### src/rtl/uart_tx_pkg.sv
// Shared definitions for the configurable UART transmitter: FSM encoding and parity constants.
package uart_tx_pkg;

  typedef enum logic [2:0] {
    IDLE   = 3'd0,
    START  = 3'd1,
    DATA   = 3'd2,
    PARITY = 3'd3,
    STOP1  = 3'd4,
    STOP2  = 3'd5
  } tx_state_e;

  localparam logic PAR_EVEN = 1'b0;
  localparam logic PAR_ODD  = 1'b1;

  // Initial value of the parity accumulator so that XOR of the data bits yields the requested parity.
  function automatic logic parity_seed(logic par_type);
    logic seed;
    seed = 1'b0;
    if (par_type == PAR_ODD) begin
      seed = 1'b1;
    end else if (par_type == PAR_EVEN) begin
      seed = 1'b0;
    end
    return seed;
  endfunction

endpackage

### src/rtl/uart_tx_fifo.sv
// Synchronous transmit FIFO; pointers carry one extra wrap bit to tell full from empty.
module uart_tx_fifo #(
  parameter int unsigned D_WIDTH    = 8,
  parameter int unsigned FIFO_DEPTH = 4
) (
  input  logic               clk,
  input  logic               rst_n,
  input  logic               wr_en,
  input  logic [D_WIDTH-1:0] wr_data,
  input  logic               rd_en,
  output logic [D_WIDTH-1:0] rd_data_c,
  output logic               full_c,
  output logic               empty_c
);

  localparam int unsigned AW = $clog2(FIFO_DEPTH);
  localparam int unsigned PW = AW + 1;

  logic [D_WIDTH-1:0] mem [FIFO_DEPTH];
  logic [PW-1:0]      wr_ptr;
  logic [PW-1:0]      rd_ptr;
  logic               do_wr;
  logic               do_rd;

  assign full_c    = (wr_ptr[AW] != rd_ptr[AW]) && (wr_ptr[AW-1:0] == rd_ptr[AW-1:0]);
  assign empty_c   = (wr_ptr == rd_ptr);
  assign do_wr     = wr_en && !full_c;
  assign do_rd     = rd_en && !empty_c;
  assign rd_data_c = mem[rd_ptr[AW-1:0]];

  always_ff @(posedge clk or negedge rst_n) begin
    if (!rst_n) begin
      wr_ptr <= '0;
      rd_ptr <= '0;
    end else begin
      if (do_wr) wr_ptr <= wr_ptr + PW'(1);
      if (do_rd) rd_ptr <= rd_ptr + PW'(1);
    end
  end

  // Storage needs no reset: emptiness is defined by the pointers alone.
  always_ff @(posedge clk) begin
    if (do_wr) mem[wr_ptr[AW-1:0]] <= wr_data;
  end

endmodule

### src/rtl/uart_tx_cfg.sv
// UART transmitter with run-time parity/stop configuration, snapshotted per frame at pop time.
module uart_tx_cfg
  import uart_tx_pkg::*;
#(
  parameter int unsigned D_WIDTH    = 8,
  parameter int unsigned FIFO_DEPTH = 4
) (
  input  logic               clk,
  input  logic               rst,
  input  logic [D_WIDTH-1:0] P_Data,
  input  logic               Data_valid,
  output logic               Data_ready,
  input  logic               Par_en,
  input  logic               Par_type,
  input  logic               Stop2,
  output logic               TX_OUT,
  output logic               busy,
  output logic               tx_done
);

  localparam int unsigned CW = $clog2(D_WIDTH);

  tx_state_e          state;
  tx_state_e          state_nxt;
  logic [D_WIDTH-1:0] shreg;
  logic [CW-1:0]      bit_cnt;
  logic               par_acc;
  logic               snap_par_en;
  logic               snap_stop2;

  logic [D_WIDTH-1:0] fifo_data_c;
  logic               fifo_full_c;
  logic               fifo_empty_c;
  logic               push_c;
  logic               pop_c;
  logic               line_c;
  logic               busy_c;
  logic               frame_end_c;
  logic               last_bit_c;

  assign Data_ready = !fifo_full_c;
  assign push_c     = Data_valid && !fifo_full_c;
  assign last_bit_c = (bit_cnt == CW'(D_WIDTH - 1));

  uart_tx_fifo #(
    .D_WIDTH   (D_WIDTH),
    .FIFO_DEPTH(FIFO_DEPTH)
  ) u_fifo (
    .clk      (clk),
    .rst_n    (rst),
    .wr_en    (push_c),
    .wr_data  (P_Data),
    .rd_en    (pop_c),
    .rd_data_c(fifo_data_c),
    .full_c   (fifo_full_c),
    .empty_c  (fifo_empty_c)
  );

  always_ff @(posedge clk or negedge rst) begin
    if (!rst) state <= IDLE;
    else      state <= state_nxt;
  end

  always_comb begin
    state_nxt = state;
    case (state)
      IDLE:    if (!fifo_empty_c) state_nxt = START;
      START:   state_nxt = DATA;
      DATA:    if (last_bit_c) state_nxt = snap_par_en ? PARITY : STOP1;
      PARITY:  state_nxt = STOP1;
      STOP1: begin
        if (snap_stop2)         state_nxt = STOP2;
        else if (!fifo_empty_c) state_nxt = START;
        else                    state_nxt = IDLE;
      end
      STOP2:   state_nxt = fifo_empty_c ? IDLE : START;
      default: state_nxt = IDLE;
    endcase
  end

  // Line level, pop strobe and status for the current state; registered below.
  always_comb begin
    line_c      = 1'b1;
    busy_c      = 1'b1;
    frame_end_c = 1'b0;
    pop_c       = 1'b0;
    case (state)
      IDLE: begin
        busy_c = 1'b0;
        pop_c  = !fifo_empty_c;
      end
      START:  line_c = 1'b0;
      DATA:   line_c = shreg[0];
      PARITY: line_c = par_acc;
      STOP1: begin
        frame_end_c = !snap_stop2;
        pop_c       = !snap_stop2 && !fifo_empty_c;
      end
      STOP2: begin
        frame_end_c = 1'b1;
        pop_c       = !fifo_empty_c;
      end
      default: begin
        busy_c = 1'b0;
      end
    endcase
  end

  // Shift register, bit counter, parity accumulator and per-frame configuration snapshot.
  always_ff @(posedge clk or negedge rst) begin
    if (!rst) begin
      shreg       <= '0;
      bit_cnt     <= '0;
      par_acc     <= 1'b0;
      snap_par_en <= 1'b0;
      snap_stop2  <= 1'b0;
    end else if (pop_c) begin
      shreg       <= fifo_data_c;
      bit_cnt     <= '0;
      par_acc     <= parity_seed(Par_type);
      snap_par_en <= Par_en;
      snap_stop2  <= Stop2;
    end else if (state == DATA) begin
      shreg   <= shreg >> 1;
      par_acc <= par_acc ^ shreg[0];
      bit_cnt <= bit_cnt + CW'(1);
    end
  end

  // Status flags share the line register stage so they stay aligned with TX_OUT.
  always_ff @(posedge clk or negedge rst) begin
    if (!rst) begin
      TX_OUT  <= 1'b1;
      busy    <= 1'b0;
      tx_done <= 1'b0;
    end else begin
      TX_OUT  <= line_c;
      busy    <= busy_c;
      tx_done <= frame_end_c;
    end
  end

endmodule
### config.mk
export PLATFORM = sky130hd
export DESIGN_NAME = uart_tx_cfg
export DESIGN_NICKNAME = d
export VERILOG_FILES = /design/src/rtl/uart_tx_pkg.sv /design/src/rtl/uart_tx_fifo.sv /design/src/rtl/uart_tx_cfg.sv
export SDC_FILE = /design/constraint.sdc
export NUM_CORES = 1
export LEC_CHECK = 0
export ABC_AREA = 0
export CORE_ASPECT_RATIO = 0.5
export CORE_MARGIN = 2
export CORE_UTILIZATION = 58
export DETAILED_ROUTE_END_ITERATION = 7
export GPL_ROUTABILITY_DRIVEN = 0
export HOLD_SLACK_MARGIN = 0.08
export PLACE_DENSITY_LB_ADDON = 0.12
export SLEW_MARGIN = 30
export SYNTH_ARGS = -nofsm -noshare
export SYNTH_HDL_FRONTEND = slang
export SYNTH_SLANG_ARGS = --single-unit
### constraint.sdc
create_clock -name clk -period 2.4 [get_ports clk]
set_input_delay 0.24 -clock clk [delete_from_list [all_inputs] [get_ports clk]]
set_output_delay 0.24 -clock clk [all_outputs]
set_load 0.02 [all_outputs]
==> impl_results.md <==
- GRT overflow: 0
- Worst endpoint data arrival time: 1.99 ns
- WHS: 0.273 ns
- Synth Warn #: 0
- Syn nets: 189
- Worst slew margin: 67.5%
- Pwr Density: 1340 nW/um2
- Final Max Slew Viols: 0
- Max Clk Rate: 449 MHz
- CP Data Required Time: 2.16 ns
- CTS Hold Bufs: 0
- Initial Util: 60.0%
- Inserted Clock Buffers: 9
- DR vias: 1341
- CP delay by family, top: buffers and inverters
- Htree depth: 3
- Die width: 99.2 um
- Bufs and invs on worst path: 1
- # fillers: 300
- Initial DRT Pass Iterations: 6
- Initial drt markers: 103
- ANT nets after route: 0
- CTS tree: built
- Post-detail-place hpwl: 2.64 mm
- DRC Markers: 0
- Final hold viol count: 0
- Status: finished, final reports clean
- Yosys top cell area share: 36.6%
- #FFs+latches synth: 58
- P&R area growth vs syn: 13.2%
- Crit Path Class: register to output pin
- CP Capture Type: output pin
- Final WL: 3.89 mm
- Period utilization: 92.8%
- Netlist Area Pre-Place: 2630 um2
- Clock Tree Buf Depth: 2
- Die Height: 51.6 um
- Slack of the worst reg-to-reg path: 0.56 ns
- ANT cells: 0
- Crit start category: register
- Die Area: 5120 um2
- Average instance area after synthesis: 15.9 um2
- # port buffers: 17
- Cell count after synthesis: 165
- Top post-synthesis cells by area: edfxtp_1 (37%), dfrtp_1 (24%), mux4_2 (6.9%)
- Asr flop ratio synth: 44.8%
- Clock-pin slew on the worst setup and hold paths: 0.06 ns
- Synth cell types: 36
- Tightest Pin Transition: 0.487 ns
- CTS Sinks: 58
- RSZ-0062 raised after global routing: no
- Worst-Skew Late Latency: 0.33 ns
- Post-synthesis sequential area ratio: 61.4%
- Core footprint: 4380 um2
- Post-synth EDFFs: 32
- Final Skew: 0.00749 ns
- First-pass GRT wire length: 6.64 mm
- Vias in the first global route: 1355
- Vias per inst: 5.36
- Row count: 17
- Slowest CP cell: clkdlybuf4s50_1
- Final Util: 67.9%
- Largest net degree at the start of global routing: 27
- Worst path cell trace: xnor2_2 -> nand3b_1 -> clkdlybuf4s50_1
- Endpoints failing setup: 0
- HP Class: primary input to async pin
- Power Total: 3980 uW
- WL/cell: 15.5 um
- Layout Nets: 212
- Postcts setup bufs: 0
- Ys flop type: edfxtp_1
- Final worst path period need: 2.23 ns
- Post-cts sizing count: 0
- Max stage delay on crit path: 0.65 ns
- # IOs: 18
- Worst VDD drop: 0.583 mV
- Leading area contributor after synthesis: edfxtp_1
- Setup TNS: 0 ns
- CTS Root Cell: clkbuf_8
- Share of cells above drive strength 1: 25.4%
- CP Max Fanout: 11
- Antenna violations before repair: 0
- Leak Pwr: 0.00117 uW
- Gr usage total: 18.4%
- Max_cap viols: 0
[kinds of logic after synthesis]
kind of cell    count (synthesis)  synth area share (%)
flops                          58                  61.4
simple gates                   31                  6.71
mux                            30                  16.8
buf+inv                        15                  3.95
compound gates                 12                  2.86
fa+ha+maj                      10                  4.76
xor+xnor                        9                  3.57
[path summary, 6_finish.rpt]
check | startpoint | end | depth (start not counted)
worst max-delay path | u_fifo.rd_ptr[1] | Data_ready | 3
worst min-delay path | rst | state[0] | 2
worst max register to register | u_fifo.rd_ptr[1] | u_fifo.mem[3][6] | 3
worst min register to register | u_fifo.wr_ptr[2] | u_fifo.wr_ptr[2] | 1
max in group asynchronous | rst | TX_OUT | 2
min in group clk | u_fifo.wr_ptr[2] | u_fifo.wr_ptr[2] | 1
[metal layers]
metal | share of wire, % | GRT usage (%)
met1 | 50 | 24.0
met2 | 44 | 27.3
met4 | 1.0 | 7.53
met5 | 0 | 0
met3 | 4.9 | 8.47
[through the flow]
step / area (um2) / setup WS [ns] / std cells
after floorplan: 2630 / 0.635 / 165
after global placement: 2820 / 0.558 / 234
after detailed placement: 2820 / 0.535 / 234
after CTS: 2980 / 0.147 / 250
after global routing: 2980 / 0.0396 / 250
final: 2980 / 0.172 / 250
[registers in the layout, summed over array words and instances, names as in the netlist]
register and count:
TX_OUT 1, bit_cnt 3, busy 1, par_acc 1, shreg 8, snap_par_en 1, snap_stop2 1, state 3
tx_done 1, u_fifo.mem 32, u_fifo.rd_ptr 3, u_fifo.wr_ptr 3
[placed cells by master, fill, tap and decap left out, types with 3 or more instances in the layout]
cell type,count
a21oi_1,3
clkinv_2,3
mux4_2,8
mux2i_1,4
dfrtp_1,25
mux2_4,5
mux2_2,13
ha_1,10
xnor2_1,5
inv_1,7
clkdlybuf4s50_1,17
edfxtp_1,32
o21ai_0,3
nand3_1,4
and3_1,5
nand2_1,4
nor2_1,8
buf_4,3
clkbuf_8,9
[area by class of cell]
| class | count | area (um2) | area share (%) |
|---|---|---|---|
| clock buffer | 10 | 128 | 4.29 |
| clock inverter | 6 | 33.8 | 1.13 |
| inverter | 7 | 26.3 | 0.883 |
| multi-input combinational | 92 | 912 | 30.6 |
| sequential | 58 | 1610 | 54.2 |
| tap | 57 | 71.3 | 2.40 |
| timing repair buffer | 20 | 193 | 6.47 |
[synth_stat cells, drive strengths merged (2+ instances only)]
cell type,n
o21ai,3
dfrtp,25
ha,10
xnor2,7
nand2b,2
nand2,4
edfxtp,32
buf,8
nand3,5
nor2,8
mux4,8
mux2i,4
inv,7
xor2,2
nand3b,2
a21oi,3
mux2,18
and3,6
[where the power goes]
part | leakage (uW) | internal, uW | switching, uW
logic | 0.000488 | 874 | 703
clock network | 0.0000795 | 364 | 367
registers | 0.000607 | 1420 | 253
total | 0.00117 | 2660 | 1320
[worst reg2reg max path, cell delays in order (launching register included)]
cell and delay, ns:
dfrtp_1 0.56, xnor2_2 0.24, nand3b_1 0.21, and3_1 0.48
Power figures use the tool's default switching activity.
